--- src/rtl/bit_serial_adder.sv ---
// Bit-serial adder: one full-adder step per clock, LSB first, carry held in a flop. Optional ovf port under BIT_SERIAL_ADDER_OVF_EN.
// Latency: start accepted at edge E0 -> done pulse in the cycle after edge E_WIDTH; throughput one result per WIDTH+1 cycles.
// Backpressure: none; start is ignored while busy, results are held until the next operation completes.
module bit_serial_adder #(
    parameter int WIDTH = 8
) (
    input  logic             clk,
    input  logic             rst_n,
    input  logic             start,
    input  logic [WIDTH-1:0] a,
    input  logic [WIDTH-1:0] b,
    input  logic             cin,
    output logic             busy,
    output logic             done,
    output logic [WIDTH-1:0] sum,
    output logic             cout
`ifdef BIT_SERIAL_ADDER_OVF_EN
    ,
    output logic             ovf
`endif
);

    localparam int CNT_W = $clog2(WIDTH);

    typedef enum logic [1:0] {
        IDLE  = 2'd0,
        SHIFT = 2'd1,
        DONE  = 2'd2
    } state_t;

    state_t           state;
    state_t           state_nxt;
    logic [WIDTH-1:0] sh_a;
    logic [WIDTH-1:0] sh_b;
    logic [WIDTH-1:0] sh_s;
    logic [WIDTH-1:0] sh_s_nxt;
    logic             carry;
    logic [CNT_W-1:0] cnt;
    logic             accept;
    logic             last;
    logic             fa_s;
    logic             fa_c;

    // Full-adder cell on the current LSBs and the stored carry.
    assign fa_s     = sh_a[0] ^ sh_b[0] ^ carry;
    assign fa_c     = (sh_a[0] & sh_b[0]) | (sh_a[0] & carry) | (sh_b[0] & carry);
    assign sh_s_nxt = {fa_s, sh_s[WIDTH-1:1]};

    always_ff @(posedge clk or negedge rst_n) begin
        if (!rst_n) begin
            state <= IDLE;
        end else begin
            state <= state_nxt;
        end
    end

    always_comb begin
        state_nxt = state;
        accept    = 1'b0;
        last      = 1'b0;
        case (state)
            IDLE: begin
                if (start) begin
                    accept    = 1'b1;
                    state_nxt = SHIFT;
                end
            end
            SHIFT: begin
                if (cnt == CNT_W'(WIDTH - 1)) begin
                    last      = 1'b1;
                    state_nxt = DONE;
                end
            end
            DONE: begin
                if (start) begin
                    accept    = 1'b1;
                    state_nxt = SHIFT;
                end else begin
                    state_nxt = IDLE;
                end
            end
            default: state_nxt = IDLE;
        endcase
    end

    always_ff @(posedge clk or negedge rst_n) begin
        if (!rst_n) begin
            sh_a  <= '0;
            sh_b  <= '0;
            sh_s  <= '0;
            carry <= 1'b0;
            cnt   <= '0;
            busy  <= 1'b0;
            done  <= 1'b0;
            sum   <= '0;
            cout  <= 1'b0;
`ifdef BIT_SERIAL_ADDER_OVF_EN
            ovf   <= 1'b0;
`endif
        end else begin
            done <= last;
            if (accept) begin
                sh_a  <= a;
                sh_b  <= b;
                carry <= cin;
                cnt   <= '0;
                busy  <= 1'b1;
            end else if (state == SHIFT) begin
                sh_a  <= sh_a >> 1;
                sh_b  <= sh_b >> 1;
                sh_s  <= sh_s_nxt;
                carry <= fa_c;
                cnt   <= cnt + CNT_W'(1);
                // Outputs only move on the final bit so they are never seen half-built.
                if (last) begin
                    sum  <= sh_s_nxt;
                    cout <= fa_c;
                    busy <= 1'b0;
`ifdef BIT_SERIAL_ADDER_OVF_EN
                    ovf  <= carry ^ fa_c;
`endif
                end
            end
        end
    end

endmodule

--- config.mk ---
export PLATFORM = sky130hd
export DESIGN_NAME = bit_serial_adder
export DESIGN_NICKNAME = d
export VERILOG_FILES = /design/src/rtl/bit_serial_adder.sv
export SDC_FILE = /design/constraint.sdc
export NUM_CORES = 1
export LEC_CHECK = 0
export CORE_MARGIN = 4
export CORE_UTILIZATION = 30
export CTS_CLUSTER_DIAMETER = 60
export DETAILED_ROUTE_END_ITERATION = 8
export GPL_ROUTABILITY_DRIVEN = 0
export GPL_TIMING_DRIVEN = 0
export SLEW_MARGIN = 20
export SYNTH_ARGS = -nofsm -noshare
export SYNTH_HDL_FRONTEND = slang
export SYNTH_SLANG_ARGS = --single-unit
--- constraint.sdc ---
create_clock -name clk -period 2.95 [get_ports clk]
set_clock_uncertainty 0.1 [all_clocks]
set_input_delay 0.295 -clock clk [delete_from_list [all_inputs] [get_ports clk]]
set_output_delay 0.295 -clock clk [all_outputs]
set_load 0.1 [all_outputs]
======== After elaboration in Yosys (flattened, before gate mapping) ========
Cells that the tools add are included.
word-level totals
  register bits ........................... 41
  bits of input ports ..................... 20
  output and inout port bits .............. 11
  logic and storage cells ................. 51
cells by class
  $add $sub $neg .......................... 1
  equality and inequality tests ........... 5
  mux-type cells .......................... 19
  bitwise operators ....................... 8
  reductions and logical operators ........ 8
operators by type and width
  operator                                             number
  two-way mux 8 bit                                    4
  two-way mux 1 bit                                    10
  two-way mux 3 bit                                    2
  one-hot mux 2 bit (3 select lines)                   1
  AND reduction 2 bit                                  3
  two-way mux 2 bit                                    2
  inequality test 2 bit, second input constant         2
  nonzero test 2 bit                                   2
  adder 3 x 1 -> 3 bit, second input constant          1
  bitwise AND 1 bit                                    3
  equality test 3 bit, second input constant           1
  AND reduction 3 bit                                  1
  equality test 2 x 1 -> 1 bit, second input constant  1
  equality test 2 bit, second input constant           1
  logical NOT 2 bit                                    1
  OR 1 bit                                             2
  OR reduction 2 bit                                   1
  XOR 1 bit                                            2
  NOT 1 bit                                            1

======== Longest topological paths before layout ========
  depth in word-level cells ............... 6
  gate-level depth with buffers ........... 6
  gate-level depth less buffers ........... 5

======== Least setup slack after synthesis ========
OpenSTA, ideal clock, no wires.
  path type ............................... register to register
  from .................................... register cnt[0]
  to ...................................... register cnt[2]
  setup time .............................. 121 ps
  arrival ................................. 1277 ps
  data required time ...................... 2729 ps
  path slack .............................. 1452 ps
  cell stages (with the launch flop) ...... 5
  path buffers ............................ 0
  period minus slack after synthesis ...... 1498 ps
  cell sequence ........................... dfrtp_1 > ha_1 > ha_1 > mux2_2 > a22o_1
on the way
  longest elaborated chain between the ends .. 3
RTL lines
  item                    line  text
  from (decl)             38    logic [CNT_W-1:0] cnt;
  from (signal assigned)  113   cnt <= cnt + CNT_W'(1);
  adder 3 x 1 -> 3 bit    113
  two-way mux 3 bit       108   end else if (state == SHIFT) begin
  two-way mux 3 bit       102   if (accept) begin
Every way passes these cells. The select of a mux whose other input is x is not followed.
A chain may end at the register's enable or synchronous reset.

======== Worst setup path after layout ========
  from .................................... register sum[6]
  to ...................................... output port sum[6]
RTL lines
  item                    line  text
  from (decl)             15    output logic [WIDTH-1:0] sum,
  from (signal assigned)  116   sum <= sh_s_nxt;
No word-level cell between the ends.

==> flow_summary.ini <==
[run_status]
run_status = finished clean

[global_routing]
grtUsageTotal = 0.1100
grt_antenna_before_repair = 0
grt_pass1_wl_mm = 6.127
grt_max_degree = 27
grt_overflow = 0
grt_pass1_vias = 1233

[critical_path]
critPathSlowestCell = clkdlybuf4s50_1
cp_max_fo = 2
crit-reg2reg-capture = sum[5]
cp.required_ns = 2.56
r2r_start = cnt[0]
path_class = reg2out
start_kind = flip-flop
crit_chain = clkdlybuf4s50_1
reg2reg_slack_ns = 1.36
startpoint = sum[6]
reg2regPathDepth = 4
arrival_ns = 1.79
endpoint_kind = output pin
worst-path-buf-inv = 1
slowest_delay_ns = 1.14
crit_family = buffers and inverters

[clock_tree]
cts_made_buffers = 5
cts_tree = yes
clock-sinks = 40
cts-root-buf = clkbuf_8
clock_path_buffers = 2
cts.htree.levels = 2
clk_latency_ns = 0.29
post-cts-setup-buffer-count = 0
clk_pin_slew_ns = 0.08

[yosys]
synth_top_area_share = 0.5852
syn_area_um2 = 1710
ys_seq_area_frac = 0.5852
synth_area_leaders = dfrtp_1 59%, mux2_2 7.2%, nand2_1 5.3%
synth_edf_count = 0
yosysWarningCount = 0
yosysMostFrequentCell = dfrtp_1
netlist_top_cells_count = 40 x dfrtp_1, 24 x nand2_1, 13 x nor2_1
synth_cells = 155
syn_avg_cell_area_um2 = 11.03
synth.distinct_cells = 26
ys_ff_latch = 40
synthFlopType = dfrtp_1
synth_top_area_cell = dfrtp_1
ys_async_sr_fraction = 1.000
syn-num-nets = 178

[finish]
syn2layout_area_growth_pct = 31.68
drive_gt1_frac = 0.1641
final_nets = 217
fin_util = 0.4090
final_cells = 267
n_antenna_cell = 0
final_cell_area_um2 = 2252

[place]
dp_hpwl_mm = 2.531
place_area_um2 = 2116
dp_slack_ns = 1.076
port-buffer-count = 30
placedCellCount = 258

[floorplan]
die-area_um2 = 6973
io_pins = 31
core_area_um2 = 5507
die_x_um = 83.51
rows = 27
initial_core_util = 0.3106
die_y_um = 83.51

[sta]
rsz0062_at_grt = no
period_share = 0.7399
max_freq_ghz = 0.4581
slew_headroom = 0.3466
slew_violations = 0
setup_violations = 0
hold_viol = 0
min_period_ns = 2.183
tns_ns = 0
worst_slew_pin_slew_ns = 0.9771
whs_ns = 0.3447
setup_slack_ns = 0.7672

[power_and_ir_drop]
power_mw = 2.825
powerDensity_nw_per_um2 = 1254
peakVddDrop_uv = 475.9
p_leak_nw = 1.011

[hold_path]
hp-class = in2async

[routing]
drt_iter0_drc = 71
dr.pass1.iters = 4
wirelength_mm = 3.614
ant_nets = 0
vias = 1247
drc = 0
viasPerCell = 4.670
wl_per_cell_um = 13.54

[job]
maxCapViolCount = 0
-- worst max path at each step --
stage,endpoint,slack [ns],depth (start not counted)
finish,sum[6],0.77,1
detailed placement,busy,1.08,1
floorplan,cnt[2],1.45,4
global placement,sh_a[4],0.41,1
CTS,sum[5],0.75,1
global route,cout,0.72,1
-- cell families after synthesis --
family / count (synthesis) / share of synthesized area
AOI/OAI and AO/OA: 25 / 0.09145
and+or+nand+nor: 60 / 0.1624
muxes: 15 / 0.09583
buffers and inverters: 12 / 0.03876
adders and majority gates: 3 / 0.02633
DFF: 40 / 0.5852
-- registers in the layout, summed over array words and instances, names as in the netlist --
name,count
sh_b,8
cnt,3
sh_s,7
busy,1
done,1
state,2
sum,8
carry,1
sh_a,8
cout,1
-- worst reg2reg max path, stage by stage (launching register included) --
cell and delay, ns:
dfrtp_1 0.40, ha_1 0.21, ha_1 0.24, nand2_4 0.16, mux2_2 0.36
-- what timing repair did --
action                    in CTS  in global routing
gates resized for setup        0                  0
hold buffers                   1                  0
hold endpoints to repair      14                  0
-- placed cells by master (no fill, tap or decap), drive strengths merged, types with 2 or more instances in the layout --
cell type / synthesis / layout
mux2i: 4 / 4
nand2: 25 / 25
nand3: 4 / 4
o22ai: 11 / 11
buf: 8 / 10
o21ai: 4 / 4
nor3: 11 / 11
a22o: 2 / 2
a21oi: 4 / 4
ha: 2 / 2
nor2b: 4 / 4
dfrtp: 40 / 40
clkbuf: 1 / 8
clkdlybuf4s50: 0 / 29
nor2: 13 / 13
mux2: 11 / 11
nand2b: 2 / 2
a211oi: 3 / 3
inv: 3 / 3
-- report_power, final --
part / switching [mW] / leakage (nW) / internal, mW
logic: 0.896 / 0.454 / 0.481
registers: 0.154 / 0.493 / 0.802
clock network: 0.194 / 0.0645 / 0.299
total: 1.24 / 1.01 / 1.58
-- cell type report --
class | count | area (um^2)
fillers | 526 | 3254
flip-flops and latches | 40 | 1001
multi-input cells | 103 | 643.1
repair buffers | 32 | 325.3
clock buffers | 7 | 96.34
well taps | 72 | 90.09
plain buffers | 9 | 55.05
clock inverters | 1 | 30.03
inverters | 3 | 11.26
-- routing by layer --
| layer | wire [um] | vias to the layer above | track usage |
|---|---|---|---|
| met5 | 0 | - | 0 |
| met4 | 49 | 0 | 0.03509 |
| met3 | 146 | 6 | 0.03653 |
| met2 | 1620 | 18 | 0.1713 |
| met1 | 1798 | 609 | 0.1449 |
| li1 | - | 614 | - |
(Power assumes the default switching activity.)
==> patch: new RTL, config.mk and constraints unchanged <==
Register the inputs `start`, `a`, `b` and `cin` before use, without a reset. The logic sees them one clock later. Comments in the files are not updated.
--- a/src/rtl/bit_serial_adder.sv
+++ b/src/rtl/bit_serial_adder.sv
@@ -27,6 +27,18 @@
         SHIFT = 2'd1,
         DONE  = 2'd2
     } state_t;
+
+    logic start_q;
+    logic [WIDTH-1:0] a_q;
+    logic [WIDTH-1:0] b_q;
+    logic cin_q;
+
+    always_ff @(posedge clk) begin
+        start_q <= start;
+        a_q     <= a;
+        b_q     <= b;
+        cin_q   <= cin;
+    end
 
     state_t           state;
     state_t           state_nxt;
@@ -60,7 +72,7 @@
         last      = 1'b0;
         case (state)
             IDLE: begin
-                if (start) begin
+                if (start_q) begin
                     accept    = 1'b1;
                     state_nxt = SHIFT;
                 end
@@ -72,7 +84,7 @@
                 end
             end
             DONE: begin
-                if (start) begin
+                if (start_q) begin
                     accept    = 1'b1;
                     state_nxt = SHIFT;
                 end else begin
@@ -100,9 +112,9 @@
         end else begin
             done <= last;
             if (accept) begin
-                sh_a  <= a;
-                sh_b  <= b;
-                carry <= cin;
+                sh_a  <= a_q;
+                sh_b  <= b_q;
+                carry <= cin_q;
                 cnt   <= '0;
                 busy  <= 1'b1;
             end else if (state == SHIFT) begin
Formal check against the unedited RTL: not equivalent (a bounded check fails within 4 cycles, from zero or initial values and one cycle with rst_n low).
==> patch against the unedited design <==
First-iteration DRC count shrank 41%; area after synthesis up 25%; worst setup slack lost 0.055 ns; sequential power is 28% higher; sequential cell count rose by 18; routed wire length rose by 6.9%; design area up 25%; power up 23%.
==> patch: results (changes against the unedited design) <==
clockBufferDepth: 2  # unchanged
maxSlewHeadroom: 0.350  # +0.00303
crit_path_max_fanout: 3  # +1
async_flop_share: 0.690  # -0.310
pre_cts_slack_ns: 1.06  # -0.0198 ns
wl_per_cell_um: 12.1  # -10%
fillers: 657  # +25%
ctsHoldBuffers: 1  # unchanged
clkSlewWorstSetupHoldPaths_ns: 0.07
dpl.hpwl_um: 2600  # +2.8%
run_status: "completed"
cp_slowest_stage_delay_ns: 1.15
irDropWorstVdd_mv: 0.342  # -28%
grt_antenna_before_repair: 0  # unchanged
grt_start_max_net_pins: 24  # -11%
dpl-instance-area_um2: 2580  # +22%
dp.cells: 302  # +17%
drtAntennaViolNets: 0  # unchanged
final_layout_size_suffix_gt1_frac: 0.170  # +0.00630
ys_warn_count: 0  # unchanged
final_nets: 241  # +11%
period_share: 0.759  # +0.0187
h-tree-depth: 3  # +1
final_cell_count_no_fill: 319  # +19%
grt_pass1_wl_um: 6570  # +7.2%
clock_latency_ns: 0.33  # +0.04 ns
synth_area_leaders: "dfrtp_1 (47%), dfxtp_1 (17%), mux2_4 (6.3%)"
yosysUniqueCellTypes: 27  # +3.8%
critical_path.top_delay_family: "buffers and inverters"
worst-r2r-setup-slack_ns: 1.35
hold_ws_ns: 0.303  # -0.0414 ns
hold_path.class: "primary input to flip-flop"
antennaDiodeCount: 0  # unchanged
syn_area_per_cell_um2: 12.2  # +11%
vias: 1369  # +9.8%
drtPass1Iterations: 3  # -1
post-cts-setup-buffers: 0  # unchanged
synth_top_area_frac: 0.469  # -0.116
seq_area_frac_synth: 0.638  # +0.0525
crit_arrival_ns: 1.84  # +0.05 ns
grtUsageTotal: 0.102  # -0.00834
yosys-top-cells-count: "dfrtp_1 (40), nand2_1 (24), dfxtp_1 (18), nor2_1 (12)"
initialDrtViolationCount: 42  # -41%
cts_buffers: 9  # +4
p_leak_nw: 1.25  # +24%
syn_nets: 198  # +11%
[patch: cell count changes after synthesis, moves of 2 or more]
cell	before	now
mux2_4	0	9
dfxtp_1	0	18
nor2b_1	3	5
mux2_2	11	2
[patch: power breakdown]
part / internal, W / switching (W)
sequential: 0.00106 / 0.000160
clock: 0.000523 / 0.000293
combinational: 0.000531 / 0.000917
total: 0.00212 / 0.00137
[patch: logic make-up after synthesis]
group / after synthesis / share of synthesized area
buffers and inverters: 13 / 0.0352
flip-flops: 58 / 0.638
multiplexers: 16 / 0.0973
AND/OR/NAND/NOR: 59 / 0.132
AO/OA/AOI/OAI: 26 / 0.0762
adder cells (fa/ha/maj): 3 / 0.0211
[patch: layout make-up]
type                            instances  area [um^2]  area share
Sequential cell                        58         1360       0.484
Multi-Input combinational cell        104          698       0.248
Buffer                                 10         63.8      0.0227
Inverter                                3         11.3     0.00401
Tap cell                               96          120      0.0427
Timing Repair Buffer                   32          333       0.118
Clock buffer                           14          163      0.0579
Clock inverter                          2         60.1      0.0214
[patch: layer usage]
layer	track usage	vias up	routed length [um]
met4	0.0705	0	88
met3	0.0325	8	169
met5	0	-	0
met2	0.153	24	1770
met1	0.123	654	1830
li1	-	683	-
[patch: worst paths after layout]
path                                        endpoint          startpoint  cells past startpoint
worst max-delay path                            busy    busy$_DFFE_PN0P_                      1
worst min-delay path                  b_q[2]$_DFF_P_                b[2]                      1
worst max register to register    sum[7]$_DFFE_PN0P_  cnt[0]$_DFFE_PN0P_                      5
worst min register to register   sh_b[7]$_DFFE_PN0P_      b_q[7]$_DFF_P_                      2
max in group asynchronous       state[1]$_DFFE_PN0P_               rst_n                      3
min in group asynchronous         sum[0]$_DFFE_PN0P_               rst_n                      2
